--- src/rtl/uart_top.sv ---
// 8N1 UART with independent transmitter and receiver running on one clock.
// Ports: in_data/in_valid/out_BUSY/out_signal (TX), in_signal/out_valid/out_word (RX).
module uart_top #(
    parameter int CLK_FREQ     = 100000000,
    parameter int BAUD         = 115200,
    parameter int CLKS_PER_BIT = CLK_FREQ / BAUD
) (
    input  logic       clk,
    input  logic       rst_n,
    input  logic [7:0] in_data,
    input  logic       in_valid,
    output logic       out_BUSY,
    output logic       out_signal,
    input  logic       in_signal,
    output logic       out_valid,
    output logic [7:0] out_word
);

    localparam int CW = $clog2(CLKS_PER_BIT);
    localparam logic [CW-1:0] LAST = CW'(CLKS_PER_BIT - 1);
    localparam logic [CW-1:0] HALF = CW'(CLKS_PER_BIT / 2 - 1);

    typedef enum logic [1:0] {IDLE, START, DATA, STOP} st_t;

    // ---------------- transmitter ----------------
    st_t           tx_st_q, tx_st_d;
    logic [CW-1:0] tx_baud_q, tx_baud_d;
    logic [2:0]    tx_bit_q, tx_bit_d;
    logic [7:0]    tx_sh_q, tx_sh_d;
    logic          tx_line_q, tx_line_d;

    always_ff @(posedge clk or negedge rst_n) begin
        if (!rst_n) begin
            tx_st_q   <= IDLE;
            tx_baud_q <= '0;
            tx_bit_q  <= '0;
            tx_sh_q   <= '0;
            tx_line_q <= 1'b1;
        end else begin
            tx_st_q   <= tx_st_d;
            tx_baud_q <= tx_baud_d;
            tx_bit_q  <= tx_bit_d;
            tx_sh_q   <= tx_sh_d;
            tx_line_q <= tx_line_d;
        end
    end

    always_comb begin
        tx_st_d   = tx_st_q;
        tx_baud_d = tx_baud_q;
        tx_bit_d  = tx_bit_q;
        tx_sh_d   = tx_sh_q;
        tx_line_d = tx_line_q;
        unique case (tx_st_q)
            IDLE: begin
                tx_line_d = 1'b1;
                tx_baud_d = '0;
                if (in_valid) begin
                    tx_st_d   = START;
                    tx_sh_d   = in_data;
                    tx_line_d = 1'b0;
                end
            end
            START: begin
                if (tx_baud_q == LAST) begin
                    tx_st_d   = DATA;
                    tx_baud_d = '0;
                    tx_bit_d  = '0;
                    tx_line_d = tx_sh_q[0];
                end else begin
                    tx_baud_d = tx_baud_q + 1'b1;
                end
            end
            DATA: begin
                if (tx_baud_q == LAST) begin
                    tx_baud_d = '0;
                    if (tx_bit_q == 3'd7) begin
                        tx_st_d   = STOP;
                        tx_line_d = 1'b1;
                    end else begin
                        // Line takes the next bit while the register shifts it down.
                        tx_bit_d  = tx_bit_q + 1'b1;
                        tx_line_d = tx_sh_q[1];
                        tx_sh_d   = {1'b0, tx_sh_q[7:1]};
                    end
                end else begin
                    tx_baud_d = tx_baud_q + 1'b1;
                end
            end
            STOP: begin
                if (tx_baud_q == LAST) begin
                    tx_st_d   = IDLE;
                    tx_baud_d = '0;
                end else begin
                    tx_baud_d = tx_baud_q + 1'b1;
                end
            end
            default: tx_st_d = IDLE;
        endcase
    end

    assign out_BUSY   = (tx_st_q != IDLE);
    assign out_signal = tx_line_q;

    // ---------------- receiver ----------------
    logic [1:0]    sync_q;
    logic          rx_prev_q;
    logic          rx_s;
    st_t           rx_st_q, rx_st_d;
    logic [CW-1:0] rx_baud_q, rx_baud_d;
    logic [2:0]    rx_bit_q, rx_bit_d;
    logic [7:0]    rx_sh_q, rx_sh_d;
    logic          ferr_q, ferr_d;
    logic          valid_q, valid_d;
    logic [7:0]    word_q, word_d;

    assign rx_s = sync_q[1];

    always_ff @(posedge clk or negedge rst_n) begin
        if (!rst_n) begin
            sync_q    <= 2'b11;
            rx_prev_q <= 1'b1;
            rx_st_q   <= IDLE;
            rx_baud_q <= '0;
            rx_bit_q  <= '0;
            rx_sh_q   <= '0;
            ferr_q    <= 1'b0;
            valid_q   <= 1'b0;
            word_q    <= '0;
        end else begin
            sync_q    <= {sync_q[0], in_signal};
            rx_prev_q <= rx_s;
            rx_st_q   <= rx_st_d;
            rx_baud_q <= rx_baud_d;
            rx_bit_q  <= rx_bit_d;
            rx_sh_q   <= rx_sh_d;
            ferr_q    <= ferr_d;
            valid_q   <= valid_d;
            word_q    <= word_d;
        end
    end

    always_comb begin
        rx_st_d   = rx_st_q;
        rx_baud_d = rx_baud_q;
        rx_bit_d  = rx_bit_q;
        rx_sh_d   = rx_sh_q;
        ferr_d    = ferr_q;
        valid_d   = 1'b0;
        word_d    = word_q;
        unique case (rx_st_q)
            IDLE: begin
                rx_baud_d = '0;
                if (rx_prev_q && !rx_s) rx_st_d = START;
            end
            START: begin
                if (rx_baud_q == HALF) begin
                    rx_baud_d = '0;
                    rx_bit_d  = '0;
                    rx_st_d   = rx_s ? IDLE : DATA;
                end else begin
                    rx_baud_d = rx_baud_q + 1'b1;
                end
            end
            DATA: begin
                if (rx_baud_q == LAST) begin
                    rx_baud_d = '0;
                    rx_sh_d   = {rx_s, rx_sh_q[7:1]};
                    if (rx_bit_q == 3'd7) rx_st_d = STOP;
                    else rx_bit_d = rx_bit_q + 1'b1;
                end else begin
                    rx_baud_d = rx_baud_q + 1'b1;
                end
            end
            STOP: begin
                // After a framing error, park here until the line idles high.
                if (ferr_q) begin
                    if (rx_s) begin
                        ferr_d  = 1'b0;
                        rx_st_d = IDLE;
                    end
                end else if (rx_baud_q == LAST) begin
                    rx_baud_d = '0;
                    if (rx_s) begin
                        word_d  = rx_sh_q;
                        valid_d = 1'b1;
                        rx_st_d = IDLE;
                    end else begin
                        ferr_d = 1'b1;
                    end
                end else begin
                    rx_baud_d = rx_baud_q + 1'b1;
                end
            end
            default: rx_st_d = IDLE;
        endcase
    end

    assign out_valid = valid_q;
    assign out_word  = word_q;

endmodule

--- config.mk ---
export PLATFORM = sky130hd
export DESIGN_NAME = uart_top
export DESIGN_NICKNAME = d
export VERILOG_FILES = /design/src/rtl/uart_top.sv
export SDC_FILE = /design/constraint.sdc
export NUM_CORES = 1
export LEC_CHECK = 0
export BUFFER_PORTS_ARGS = -buffer_cell sky130_fd_sc_hd__buf_2
export CAP_MARGIN = 40
export CORE_ASPECT_RATIO = 1.5
export CORE_MARGIN = 5
export CORE_UTILIZATION = 60
export CTS_CLUSTER_SIZE = 24
export DETAILED_ROUTE_END_ITERATION = 7
export HOLD_SLACK_MARGIN = 0.15
export PLACE_DENSITY = 0.78
export SKIP_LAST_GASP = 1
export SYNTH_ARGS = -nofsm -noshare
export SYNTH_HDL_FRONTEND = slang
export SYNTH_SLANG_ARGS = --single-unit
--- constraint.sdc ---
create_clock -name clk -period 2.2 [get_ports clk]
set_input_delay 0.33 -clock clk [delete_from_list [all_inputs] [get_ports clk]]
set_output_delay 0.33 -clock clk [all_outputs]
set_load 0.1 [all_outputs]
# --- Word-level counts from Yosys, hierarchy flattened ---
# Cells that the tools add are included.
op_classes:
  eq_ne: 24
  add_sub_neg: 4
  bitwise_logic: 1
  reduce_logical: 18
  muxes: 45
ops:
  columns: ["cell", "n"]
  rows:
  - ["10-bit 2-to-1 mux", 4]
  - ["10-bit case mux with 4 select lines", 1]
  - ["2-bit 2-to-1 mux", 13]
  - ["8-bit 2-to-1 mux", 3]
  - ["2-bit != test, second input constant", 12]
  - ["10-bit by 1-bit adder with 10-bit output, second input constant", 2]
  - ["10-bit == test, second input constant", 2]
  - ["10-bit case mux with 2 select lines", 1]
  - ["3-bit 2-to-1 mux", 6]
  - ["2-bit case mux with 4 select lines", 2]
  - ["8-bit case mux with 2 select lines", 1]
  - ["4-bit AND reduction", 4]
  - ["3-bit case mux with 2 select lines", 2]
  - ["1-bit 2-to-1 mux", 11]
  - ["10-bit by 9-bit == test with 1-bit output, second input constant", 1]
  - ["5-bit AND reduction", 2]
  - ["2-bit == test, second input constant", 4]
  - ["2-bit nonzero test", 4]
  - ["3-bit by 1-bit adder with 3-bit output, second input constant", 2]
  - ["3-bit == test, second input constant", 2]
  - ["2-bit by 1-bit == test with 1-bit output, second input constant", 2]
  - ["2-bit logical NOT", 2]
  - ["3-bit != test, second input constant", 1]
  - ["1-bit case mux with 3 select lines", 1]
  - ["other kinds (7)", 7]
word_totals:
  ff_bits: 60
  in_bits: 12
  wordCells: 106

# --- Depth between registers and ports, before layout ---
depth:
  word_depth: 4
  mapped_depth: 7

# --- Worst setup path before layout ---
# OpenSTA, ideal clock, no wires.
synth_timing:
  path_type: "register -> register"
  start: "register tx_st_q[0]"
  end: "register tx_sh_q[0]"
  setup_slack_ps: 74
  arrival_time_ps: 2004
  stages_incl_launch_ff: 7
  required_time_ps: 2077
  path_cell_list: "dfrtp_1 -> inv_1 -> ha_1 -> inv_1 -> or3_1 -> clkbuf_1 -> o221a_2"
synth_between:
  elab_chain_len: 3
  elab_cells_between_ends: 8
  cone_classes: "eq/ne: 4; mux: 1; reduce/logical: 3"
synth_lines:
  columns: ["item", "line", "rtl"]
  rows:
  - ["start: declaration", "26", "st_t tx_st_q, tx_st_d;"]
  - ["start signal: assignment", "40", "tx_st_q <= tx_st_d;"]
  - ["2-bit == test or 2-bit logical NOT (tied branches)", "54", "unique case (tx_st_q)"]
  - ["2-bit != test (no line) or 2-bit nonzero test (tied branches)", null, null]
  - ["4-bit AND reduction (no line)", null, null]
  - ["end signal: assignment", "43", "tx_sh_q <= tx_sh_d;"]
  - ["end: declaration", "29", "logic [7:0] tx_sh_q, tx_sh_d;"]
# Several ways; a longest one is shown, not always the timed one.
# A chain may end at the register's enable or synchronous reset.

# --- Worst setup path after layout ---
layout_timing:
  start: "register rx_baud_q[0]"
  end: "register word_q[5], in the netlist out_word[5]"
layout_between:
  elab_chain_len: 2
layout_lines:
  columns: ["item", "line", "rtl"]
  rows:
  - ["start: declaration", "110", "logic [CW-1:0] rx_baud_q, rx_baud_d;"]
  - ["start signal: assignment", "134", "rx_baud_q <= rx_baud_d;"]
  - ["10-bit == test", "182", "end else if (rx_baud_q == LAST) begin"]
  - ["4-bit AND reduction (no line)", null, null]
  - ["end signal: assignment", "139", "word_q <= word_d;"]
  - ["end: declaration", "115", "logic [7:0] word_q, word_d;"]
# No other way between the ends.

==> reports/qor.csv <==
stage,metric,value,unit
clock_network,Clock Pin Slew Worst Setup and Hold Paths,0.07,ns
sta,relative slew slack,0.6725,
yosys,Synth cell types,55,
worst_hold_path,HP Class,primary input to register,
layout,Finished Layout Cells,381,
yosys,Mapped Area,3052,um^2
layout,Multi-input gate area,1451,um^2
sta,fin crit share,0.9346,
grt,gr ovfl total,0,
floorplan,Starting Density,0.6244,
detailed_routing,Total Routed Length,5919,um
clock_network,H-tree levels,3,
grt,initial antenna violation count,0,
placement,Routability Congestion,0.7991,
placement,Post-DP HPWL,3982,um
floorplan,Top Ports,23,
setup_path,kind of critical path,register to register,
yosys,"top cells by count, synth","dfrtp_1, nand2_1, inv_1, nand3_1",
run_status,status,"complete, no violations",
setup_path,startpoint types,register,
sta,Final Skew,0.009324,ns
sta,RSZ-0062 raised after global routing,no,
yosys,largest cells by area after synthesis,"dfrtp_1, ha_1, mux2_1",
grt,vias in the first global route,2290,
sta,final worst hold slack,0.2344,ns
grt,largest net degree at the start of global routing,41,
yosys,Synth async-reset ratio,1.000,
yosys,number of flops mapped to enable cells by yosys,0,
detailed_routing,Iteration-0 DRC Markers,233,
yosys,"count leader, synth",dfrtp_1,
layout,fraction of final layout cells sized beyond drive strength 1,0.2571,
yosys,ys flop type,dfrtp_1,
yosys,synthesized netlist cell count,271,
layout,Post-layout nets,333,
clock_network,CTS Buf Count,9,
setup_path,critical path peak fanout,9,
detailed_routing,vias post-DR,2288,
sta,Tmin final,2.056,ns
clock_network,TritonCTS clock tree,yes,
clock_network,root buffer cell,clkbuf_8,
placement,DP Area,3306,um^2
floorplan,Core Area,4887,um^2
detailed_routing,Antenna Nets Post-Route,0,
setup_path,Worst Setup End Kind,register,
pwr,Leakage,1.620,nW
floorplan,Die Area,6642,um^2
pwr,PD cells,685.8,nW/um^2
yosys,yosys warns,0,
placement,placed cell count,363,
placement,Placement Setup Slack,0.1615,ns
sta,worst slew pin tran,0.4880,ns
yosys,syn_area_per_cell,11.26,um^2
layout,# fillers,376,
detailed_routing,DR vias/cell,6.005,
clock_network,largest buffer count on any clock path,2,
layout,ANT cells,0,
detailed_routing,per-cell routed wire length,15.54,um
setup_path,CP required,2.43,ns
setup_path,crit path DAT,2.28,ns
yosys,post-synthesis net count,294,
layout,area grow syn2layout,15.50,%
job,max-cap violations,0,
sta,final setup fails,0,
clock_network,CTS Sinks,60,
layout,post-route cell area,3525,um^2
sta,Max Fclk,486.3,MHz
yosys,sequential-to-total area share from yosys stat,0.4936,
placement,# port buffers,22,
floorplan,Die Y-Extent,97.35,um
floorplan,Rows,31,
pwr,maximum ir drop on the vdd rail,0.0007375,V
yosys,post-synth top area share,0.4592,
clock_network,worst-skew pair later-pin latency,0.34,ns
grt,GRT Total Usage,0.2004,
sta,fin. max-slew vios,0,
sta,final hold vios,0,
yosys,#FFs+latches synth,60,
sta,setup TNS,0,ns
floorplan,Die W,68.23,um
detailed_routing,DRC Markers,0,
sta,Final WS setup,0.1439,ns
detailed_routing,TritonRoute pass-1 iters,4,
grt,wire length of the first global-routing pass,10250,um
yosys,leading area contributor after synthesis,dfrtp_1,
layout,FF+latch area,1506,um^2
-- sequential cells by signal, indices dropped and copies added (netlist names), 2 cells and up, named ones only --
| register | flops |
|---|---|
| rx_baud_q | 10 |
| tx_baud_q | 10 |
| tx_bit_q | 3 |
| out_word | 8 |
| sync_q | 2 |
| rx_sh_q | 8 |
| rx_bit_q | 3 |
| tx_sh_q | 8 |
| tx_st_q | 2 |
-- worst max-delay path, stage by stage (launching register included) --
cell	delay (ns)
dfrtp_1	0.43
ha_1	0.25
and4bb_2	0.30
nand3_1	0.19
nor3_4	0.22
buf_4	0.20
mux2_1	0.34
-- cell usage in the layout, fill, tap and decap left out, types with 3 or more instances in the layout --
cell type   synthesis  final
nor2b_1             5      5
a211oi_1            5      5
clkbuf_8            0      9
mux2_1             10     10
nand4_1             7      7
nand2_1            17     17
mux2_2              9      9
ha_1               11     11
xor2_1              6      6
dfstp_2             4      4
o21ai_0            10     10
inv_1              12     12
a221o_1             5      5
dfrtp_1            56     56
o21a_1              5      5
o221a_2             7      7
nor3_1              7      7
a22o_1              3      3
nand2b_1            5      5
buf_2               0     22
nor2_1              5      5
or3_1              11     11
buf_4               0     12
and3_1              6      6
a21oi_1             4      4
and2_1              5      5
nand3_1            12     12
clkinvlp_4          0      3
-- metal layers --
metal | track usage | wire, um | part of all wire | vias to the layer above
met5 | 0 | 0 | 0 | -
met4 | 0.09954 | 200 | 0.034 | 0
met3 | 0.04861 | 207 | 0.035 | 19
met2 | 0.3217 | 3003 | 0.51 | 57
met1 | 0.2430 | 2507 | 0.42 | 1117
li1 | - | - | - | 1095
-- area by class of cell --
cell class,instances,share of cell area
clock buffer,9,0.03514
clock inverter,7,0.02130
inverter,12,0.01278
multi-input combinational,190,0.4118
sequential,60,0.4274
tap,66,0.02343
timing repair buffer,37,0.06816
-- stage by stage --
| step | power (W) | util |
|---|---|---|
| after floorplan | 0.001365 | - |
| after global placement | 0.001436 | 0.6764 |
| after detailed placement | 0.001441 | 0.6764 |
| after CTS | 0.002438 | 0.7212 |
| after global routing | 0.002537 | 0.7212 |
| final | 0.002417 | 0.7212 |
-- timing repair --
item                                    4_1_cts  5_1_grt
hold endpoints to repair                     21        0
buffers inserted                              0        0
gates resized for setup                       0        1
endpoints found under the setup margin        0        7
hold buffers                                  2        0
-- kinds of logic after synthesis --
group,after synthesis,share of synthesized area
muxes,20,0.07339
xor gates and xnor gates,8,0.02296
and+or+nand+nor,95,0.1874
DFF,60,0.4936
AOI/OAI and AO/OA,56,0.1468
adders and majority gates,11,0.04510
buffers and inverters,21,0.03075
-- final timing paths --
check / startpoint / to / slack (ns) / depth (start not counted)
worst min-delay path: in_data[7] / tx_sh_q[7] / 0.23 / 3
worst max-delay path: rx_baud_q[0] / out_word[5] / 0.14 / 6
max in group asynchronous: rst_n / sync_q[0] / 1.08 / 3
worst min register to register: sync_q[0] / sync_q[1] / 0.37 / 0
min in group asynchronous: rst_n / out_word[2] / 0.49 / 2
worst max register to register: rx_baud_q[0] / out_word[5] / 0.14 / 6
-- power breakdown --
group          internal (W)  total (W)  switching [W]  leakage (nW)
registers           0.00115    0.00123      0.0000792         0.790
clock network      0.000525   0.000994       0.000469        0.0918
logic              0.000101   0.000195      0.0000934         0.739
Power figures use the tool's default switching activity.
